$ cat src/rtl/sel_rr_arbiter.sv
// sel_rr_arbiter: three-source round-robin arbiter driving the one-hot select lines of the
// 8-bit three-input selector downstream. One source is granted at a time. A grant ends on
// owner release, on hold-limit expiry or when the owner drops its request. When it ends, the
// arbiter re-arbitrates with the old owner at lowest priority.
//
// Ports:
//   clk       in   system clock, rising edge
//   rst_n     in   asynchronous active-low reset
//   reqA/B/C  in   level-sensitive requests
//   rel       in   current owner finished (the name `release` is a reserved word); GRANT only
//   selA/B/C  out  registered selects, one-hot or all-zero
//   owner     out  registered owner code: 0 none, 1 A, 2 B, 3 C
//   hold_cnt  out  cycles elapsed in the current grant, starting at 0
module sel_rr_arbiter #(
  parameter int unsigned HOLD = 4,  // max grant length, 1..15
  parameter int unsigned CW   = 4   // hold counter width, 2^CW > HOLD
) (
  input  logic          clk,
  input  logic          rst_n,
  input  logic          reqA,
  input  logic          reqB,
  input  logic          reqC,
  input  logic          rel,
  output logic          selA,
  output logic          selB,
  output logic          selC,
  output logic [1:0]    owner,
  output logic [CW-1:0] hold_cnt
);

  typedef enum logic [0:0] {StIdle, StGrant} stateE;

  stateE         stateQ, stateD;
  logic [1:0]    lastQ, lastD;
  logic [1:0]    ownerQ, ownerD;
  logic [2:0]    selQ, selD;      // {C, B, A}
  logic [CW-1:0] cntQ, cntD;

  logic [1:0]    winner;
  logic          ownerReq;
  logic          grantEnd;

  function automatic logic [2:0] decodeSel(input logic [1:0] code);
    logic [2:0] s;
    case (code)
      2'd1:    s = 3'b001;
      2'd2:    s = 3'b010;
      2'd3:    s = 3'b100;
      default: s = 3'b000;
    endcase
    return s;
  endfunction

  // Search starts at the source after lastQ, cyclic A->B->C->A.
  always_comb begin
    winner = 2'd0;
    case (lastQ)
      2'd1: begin
        if (reqB)      winner = 2'd2;
        else if (reqC) winner = 2'd3;
        else if (reqA) winner = 2'd1;
      end
      2'd2: begin
        if (reqC)      winner = 2'd3;
        else if (reqA) winner = 2'd1;
        else if (reqB) winner = 2'd2;
      end
      default: begin
        if (reqA)      winner = 2'd1;
        else if (reqB) winner = 2'd2;
        else if (reqC) winner = 2'd3;
      end
    endcase
  end

  always_comb begin
    ownerReq = 1'b0;
    case (ownerQ)
      2'd1:    ownerReq = reqA;
      2'd2:    ownerReq = reqB;
      2'd3:    ownerReq = reqC;
      default: ownerReq = 1'b0;
    endcase
  end

  // All end conditions fold into one event so the pointer advances at most once.
  assign grantEnd = rel | (cntQ == CW'(HOLD - 1)) | ~ownerReq;

  always_comb begin
    stateD = stateQ;
    lastD  = lastQ;
    ownerD = ownerQ;
    selD   = selQ;
    cntD   = cntQ;
    case (stateQ)
      StIdle: begin
        if (winner != 2'd0) begin
          stateD = StGrant;
          ownerD = winner;
          lastD  = winner;
          selD   = decodeSel(winner);
          cntD   = '0;
        end
      end
      StGrant: begin
        if (!grantEnd) begin
          cntD = cntQ + CW'(1);
        end else if (winner != 2'd0) begin
          // Direct hand-over, no idle gap; lastQ equals the old owner here.
          ownerD = winner;
          lastD  = winner;
          selD   = decodeSel(winner);
          cntD   = '0;
        end else begin
          stateD = StIdle;
          ownerD = 2'd0;
          selD   = 3'b000;
          cntD   = '0;
        end
      end
      default: begin
        stateD = StIdle;
        ownerD = 2'd0;
        selD   = 3'b000;
        cntD   = '0;
      end
    endcase
  end

  always_ff @(posedge clk or negedge rst_n) begin
    if (!rst_n) begin
      stateQ <= StIdle;
      lastQ  <= 2'd3;
      ownerQ <= 2'd0;
      selQ   <= 3'b000;
      cntQ   <= '0;
    end else begin
      stateQ <= stateD;
      lastQ  <= lastD;
      ownerQ <= ownerD;
      selQ   <= selD;
      cntQ   <= cntD;
    end
  end

  assign selA     = selQ[0];
  assign selB     = selQ[1];
  assign selC     = selQ[2];
  assign owner    = ownerQ;
  assign hold_cnt = cntQ;

endmodule

$ cat config.mk
export PLATFORM = sky130hd
export DESIGN_NAME = sel_rr_arbiter
export DESIGN_NICKNAME = d
export VERILOG_FILES = /design/src/rtl/sel_rr_arbiter.sv
export SDC_FILE = /design/constraint.sdc
export NUM_CORES = 1
export LEC_CHECK = 0
export ABC_CLOCK_PERIOD_IN_PS = 4000
export CORE_UTILIZATION = 35
export CTS_BUF_LIST = sky130_fd_sc_hd__clkbuf_8
export CTS_CLUSTER_SIZE = 25
export DETAILED_ROUTE_END_ITERATION = 10
export GPL_TIMING_DRIVEN = 0
export PLACE_DENSITY = 0.69
export RECOVER_POWER = 50
export SLEW_MARGIN = 10
export SYNTH_ARGS = -nofsm -noshare
export SYNTH_HDL_FRONTEND = slang
export SYNTH_SLANG_ARGS = --single-unit
$ cat constraint.sdc
create_clock -name clk -period 4 [get_ports clk]
set_clock_uncertainty 0.05 [all_clocks]
set_input_delay 0.8 -clock clk [delete_from_list [all_inputs] [get_ports clk]]
set_output_delay 0.8 -clock clk [all_outputs]
set_load 0.1 [all_outputs]
# ---- Yosys cells after proc, flatten, opt, wreduce, memory -nomap -nowiden
# Cells that the tools add are included.
# Widths: inputs -> output; s select.
dict set report classes {
  n_mux 29
  mul 0
  magnitude_cmp 0
  n_eq_ne 11
  n_shift 0
  reduce_logical 2
  div_mod_pow 0
  bitwise_logic 4
  add_sub_neg 1
}
# op n
set op_table {}
lappend op_table {{$mux 2} 13}
lappend op_table {{$pmux 2 s2} 3}
lappend op_table {{$eq 2x2->1 const B} 5}
lappend op_table {{$mux 3} 3}
lappend op_table {{$pmux 3 s3} 1}
lappend op_table {{$mux 4} 2}
lappend op_table {{$pmux 4 s2} 1}
lappend op_table {{$eq 2x1->1 const B} 3}
lappend op_table {{$pmux 3 s2} 1}
lappend op_table {{$add 4x1->4 const B} 1}
lappend op_table {{$eq 4x2->1 const B} 1}
lappend op_table {{$mux 1} 3}
lappend op_table {{$pmux 1 s3} 1}
lappend op_table {{$ne 2x1->1 const B} 1}
lappend op_table {{$ne 2x2->1 const B} 1}
lappend op_table {{$not 1->1} 2}
lappend op_table {{$or 1x1->1} 2}
lappend op_table {{$pmux 1 s2} 1}
lappend op_table {{$reduce_and 2->1} 1}
lappend op_table {{$reduce_bool 2->1} 1}
dict set report totals {
  rom_bits 0
  ramBits 0
  word_cells 52
  ff_bits 12
  n_memories 0
  out_inout_bits 9
  input_bits 6
  latch_bits 0
}

# ---- Logic depth before layout (Yosys ltp)
dict set report logic_depth {
  ltp_word 9
  depth_mapped 8
  mapped_depth_nobuf 7
}

# ---- Worst setup path after synthesis
# OpenSTA, ideal clock, no wires.
dict set report synth_timing {
  path_type {register -> register}
  startpoint {reg cntQ[0], in the netlist hold_cnt[0]}
  endpoint {reg selQ[2]}
  path_buffers 0
  setup_time_ns 0.123
  synth_period_minus_slack_ns 2.225
  path_slack_ns 1.775
  required_time_ns 3.827
  path_stages_with_launch 7
  arrival_ns 2.052
  cell_sequence {dfrtp_1 ha_1 nand2b_1 nor2_1 or3_4 and2_4 a22o_1}
}
dict set report synth_via {
  elab_chain_len 5
}
# item line_no
set synth_lines {}
lappend synth_lines {{start, declared} 37} ;# logic [CW-1:0] cntQ, cntD;
lappend synth_lines {{start signal, assigned} 142} ;# cntQ <= cntD;
lappend synth_lines {{$eq 4x2->1} 87} ;# assign grantEnd = rel | (cntQ == CW'(HOLD - 1)) | ~ownerReq;
lappend synth_lines {{$or 1x1->1 (2 in series)} 87}
lappend synth_lines {{$ne 2x1->1 (no line)} n/a}
lappend synth_lines {{$reduce_and 2->1 (no line)} n/a}
lappend synth_lines {{end signal, assigned} 141} ;# selQ <= selD;
lappend synth_lines {{end, declared} 36} ;# logic [2:0] selQ, selD;
# Every way passes these cells.
# A chain may end at the register's enable or synchronous reset.

# ---- Worst setup path after layout
dict set report layout_timing {
  startpoint {reg ownerQ[0], in the netlist owner[0]}
  endpoint {out owner[0]}
}
# item line_no
set layout_lines {}
lappend layout_lines {{start, declared} 35} ;# logic [1:0] ownerQ, ownerD;
lappend layout_lines {{start signal, assigned} 140} ;# ownerQ <= ownerD;
lappend layout_lines {{end, declared} 27} ;# output logic [1:0] owner,
# No word-level cell between the ends.

==> results.toml <==
[run_status]
status = "complete, no violations"

[routing]
drt_wl_total_um = 1280
routedWlPerCell_um = 11.8
ant_nets = 0
vias = 532
drc_errors = 0
drt-initial-drc-count = 4
post_drt_via_cell_ratio = 4.93
first_pass_iters = 4

[floorplanning]
fp.dieH_um = 45.2
rows = 15
pin_count = 15
start_util_pct = 37.5
dieArea_mm2 = 0.00205
die_w_um = 45.2
core_area_mm2 = 0.00175

[placed_design]
place_area_um2 = 826
hpwl_um = 975
place_ws_ns = 1.53
portBuffers = 14
place_congestion = 0.722

[cts]
cts_max_level = 1
clk_latency_ns = 0.24
ctsResizeCount = 0
post_cts_buffers = 0
cts-root-buf = "clkbuf_8"
cts_buffer_depth = 2
numClockSinks = 12
cts_tree = "built"
holdBufCountCts = 0
clk_pin_slew_ns = 0.05
cts_made_buffers = 3

[timing]
hold_violations = 0
finalCritPeriodShare_pct = 66.4
tns_ns = 0
relSlewSlack_pct = 35.0
timing.fmax_ghz = 0.376
drv_slew = 0
setup_viol = 0
timing.hold.ws_ns = 0.436
setup_slack_ns = 1.34
fin_crit_ns = 2.66
rsz0062_at_grt = "false"
worst_pin_slew_ns = 0.972

[setup_path]
rr_worst_depth = 6
slowest_delay_ns = 1.16
r2r_slack_ns = 1.95
critPathSlowestCell = "clkdlybuf4s50_1"
crit_required_ns = 3.15
start_kind = "register"
worstPathArrival_ns = 1.81
critPathMaxFanout = 5
reg2reg_from = "lastQ[0]"
cp-end-kind = "primary output"
path_class = "register to primary output"
r2r_end = "hold_cnt[2]"
cp_top_family = "buffers and inverters"
path_buf_inv = 1
crit_chain = "clkdlybuf4s50_1"

[global_route]
grt_pass1_wl_um = 2150
grt_max_degree = 13
antenna_found_initial = 0
grt_pass1_vias = 510
grt_remaining_overflow = 0
grt_usage_pct = 15.1

[synth]
syn_avg_cell_area_um2 = 10.1
yosys.area.top_type = "dfrtp_1"
yosysWarnings = 0
ys.flop_type = "dfrtp_1"
synthCells = 65
synth_edf_count = 0
ys_types = 26
ys_seq_area_share_pct = 46.3
synth-seq-cells = 12
netlist.area_leader.share_pct = 38.2
async_reset_ff_share_pct = 100
synth_nets = 74
ys_top_cells_by_area = "dfrtp_1 38%, dfstp_2 8.0%, ha_1 5.7%"
netlist_area_um2 = 654

[finish]
n_fill_cell = 160
multiInputGateArea_um2 = 309
final_cell_mix = "12 x clkdlybuf4s50_1, 10 x dfrtp_1, 7 x nand2_1, 5 x o21ai_1"
ff_latch_area_um2 = 303
layout_commonest_cell = "clkdlybuf4s50_1"
layout-drive-gt1-share_pct = 13.3
final_area_um2 = 868
syn_to_final_growth_pct = 32.7
nNetsFinal = 93
num_antenna_cells = 0

[worst_hold_path]
hold_class = "register to register"
hp-start = "selQ[0]"
min_to = "selQ[0]"
worstHoldPathCells = 1

[flow_run]
drv_cap = 0
-- sequential cells by signal (all words and copies together) (netlist names) --
| signal | count |
|---|---|
| hold_cnt | 4 |
| selQ | 3 |
| lastQ | 2 |
| owner | 2 |
| stateQ | 1 |
-- worst max path at each step --
stage	from	to	slack [ns]	cells after the start
2_1_floorplan	hold_cnt[0]	selQ[2]	1.77	6
3_3_place_gp	reqA	selQ[2]	1.54	7
3_5_place_dp	reqA	selQ[2]	1.53	7
4_1_cts	owner[0]	owner[0]	1.34	1
5_1_grt	hold_cnt[3]	hold_cnt[3]	1.29	1
6_report	owner[0]	owner[0]	1.34	1
-- cell usage after synthesis (all sizes together), types with 2 or more instances --
library cell and number:
nor3 3, ha 3, dfstp 2, nand2b 2
nor2 3, buf 2, o21ai 9, a21o 4
o2bb2ai 2, nand2 7, dfrtp 10, and2 3
inv 4
-- cells by family after synthesis --
family | after synthesis | share of synthesized area, %
AO/OA/AOI/OAI | 23 | 25.2
AND/OR/NAND/NOR | 21 | 17.0
flip-flops | 12 | 46.3
buffers and inverters | 6 | 5.74
adder cells (fa/ha/maj) | 3 | 5.74
-- area by class of cell --
cell class                 instances  share of cell area [%]
tap                               25                    3.60
buffer                             2                    1.73
clock buffer                       4                    6.34
inverter                           4                    1.73
timing repair buffer              14                    16.1
multi-input combinational         47                    35.6
sequential                        12                    34.9
-- through the flow --
stage          util (%)  cells
2_1_floorplan         -     65
3_3_place_gp       47.3    104
3_5_place_dp       47.3    104
4_1_cts            50.5    108
5_1_grt            49.7    108
6_report           49.7    108
-- routing by layer --
| layer | vias up | wire, µm | global-route usage, % |
|---|---|---|---|
| li1 | 266 | - | - |
| met1 | 253 | 623 | 20.3 |
| met2 | 9 | 590 | 22.6 |
| met3 | 4 | 27 | 1.20 |
| met4 | 0 | 36 | 10.9 |
| met5 | - | 0 | 0 |
Power is not shown: default switching activity piles up to over one toggle a cycle in this logic, so the estimate is an artifact.
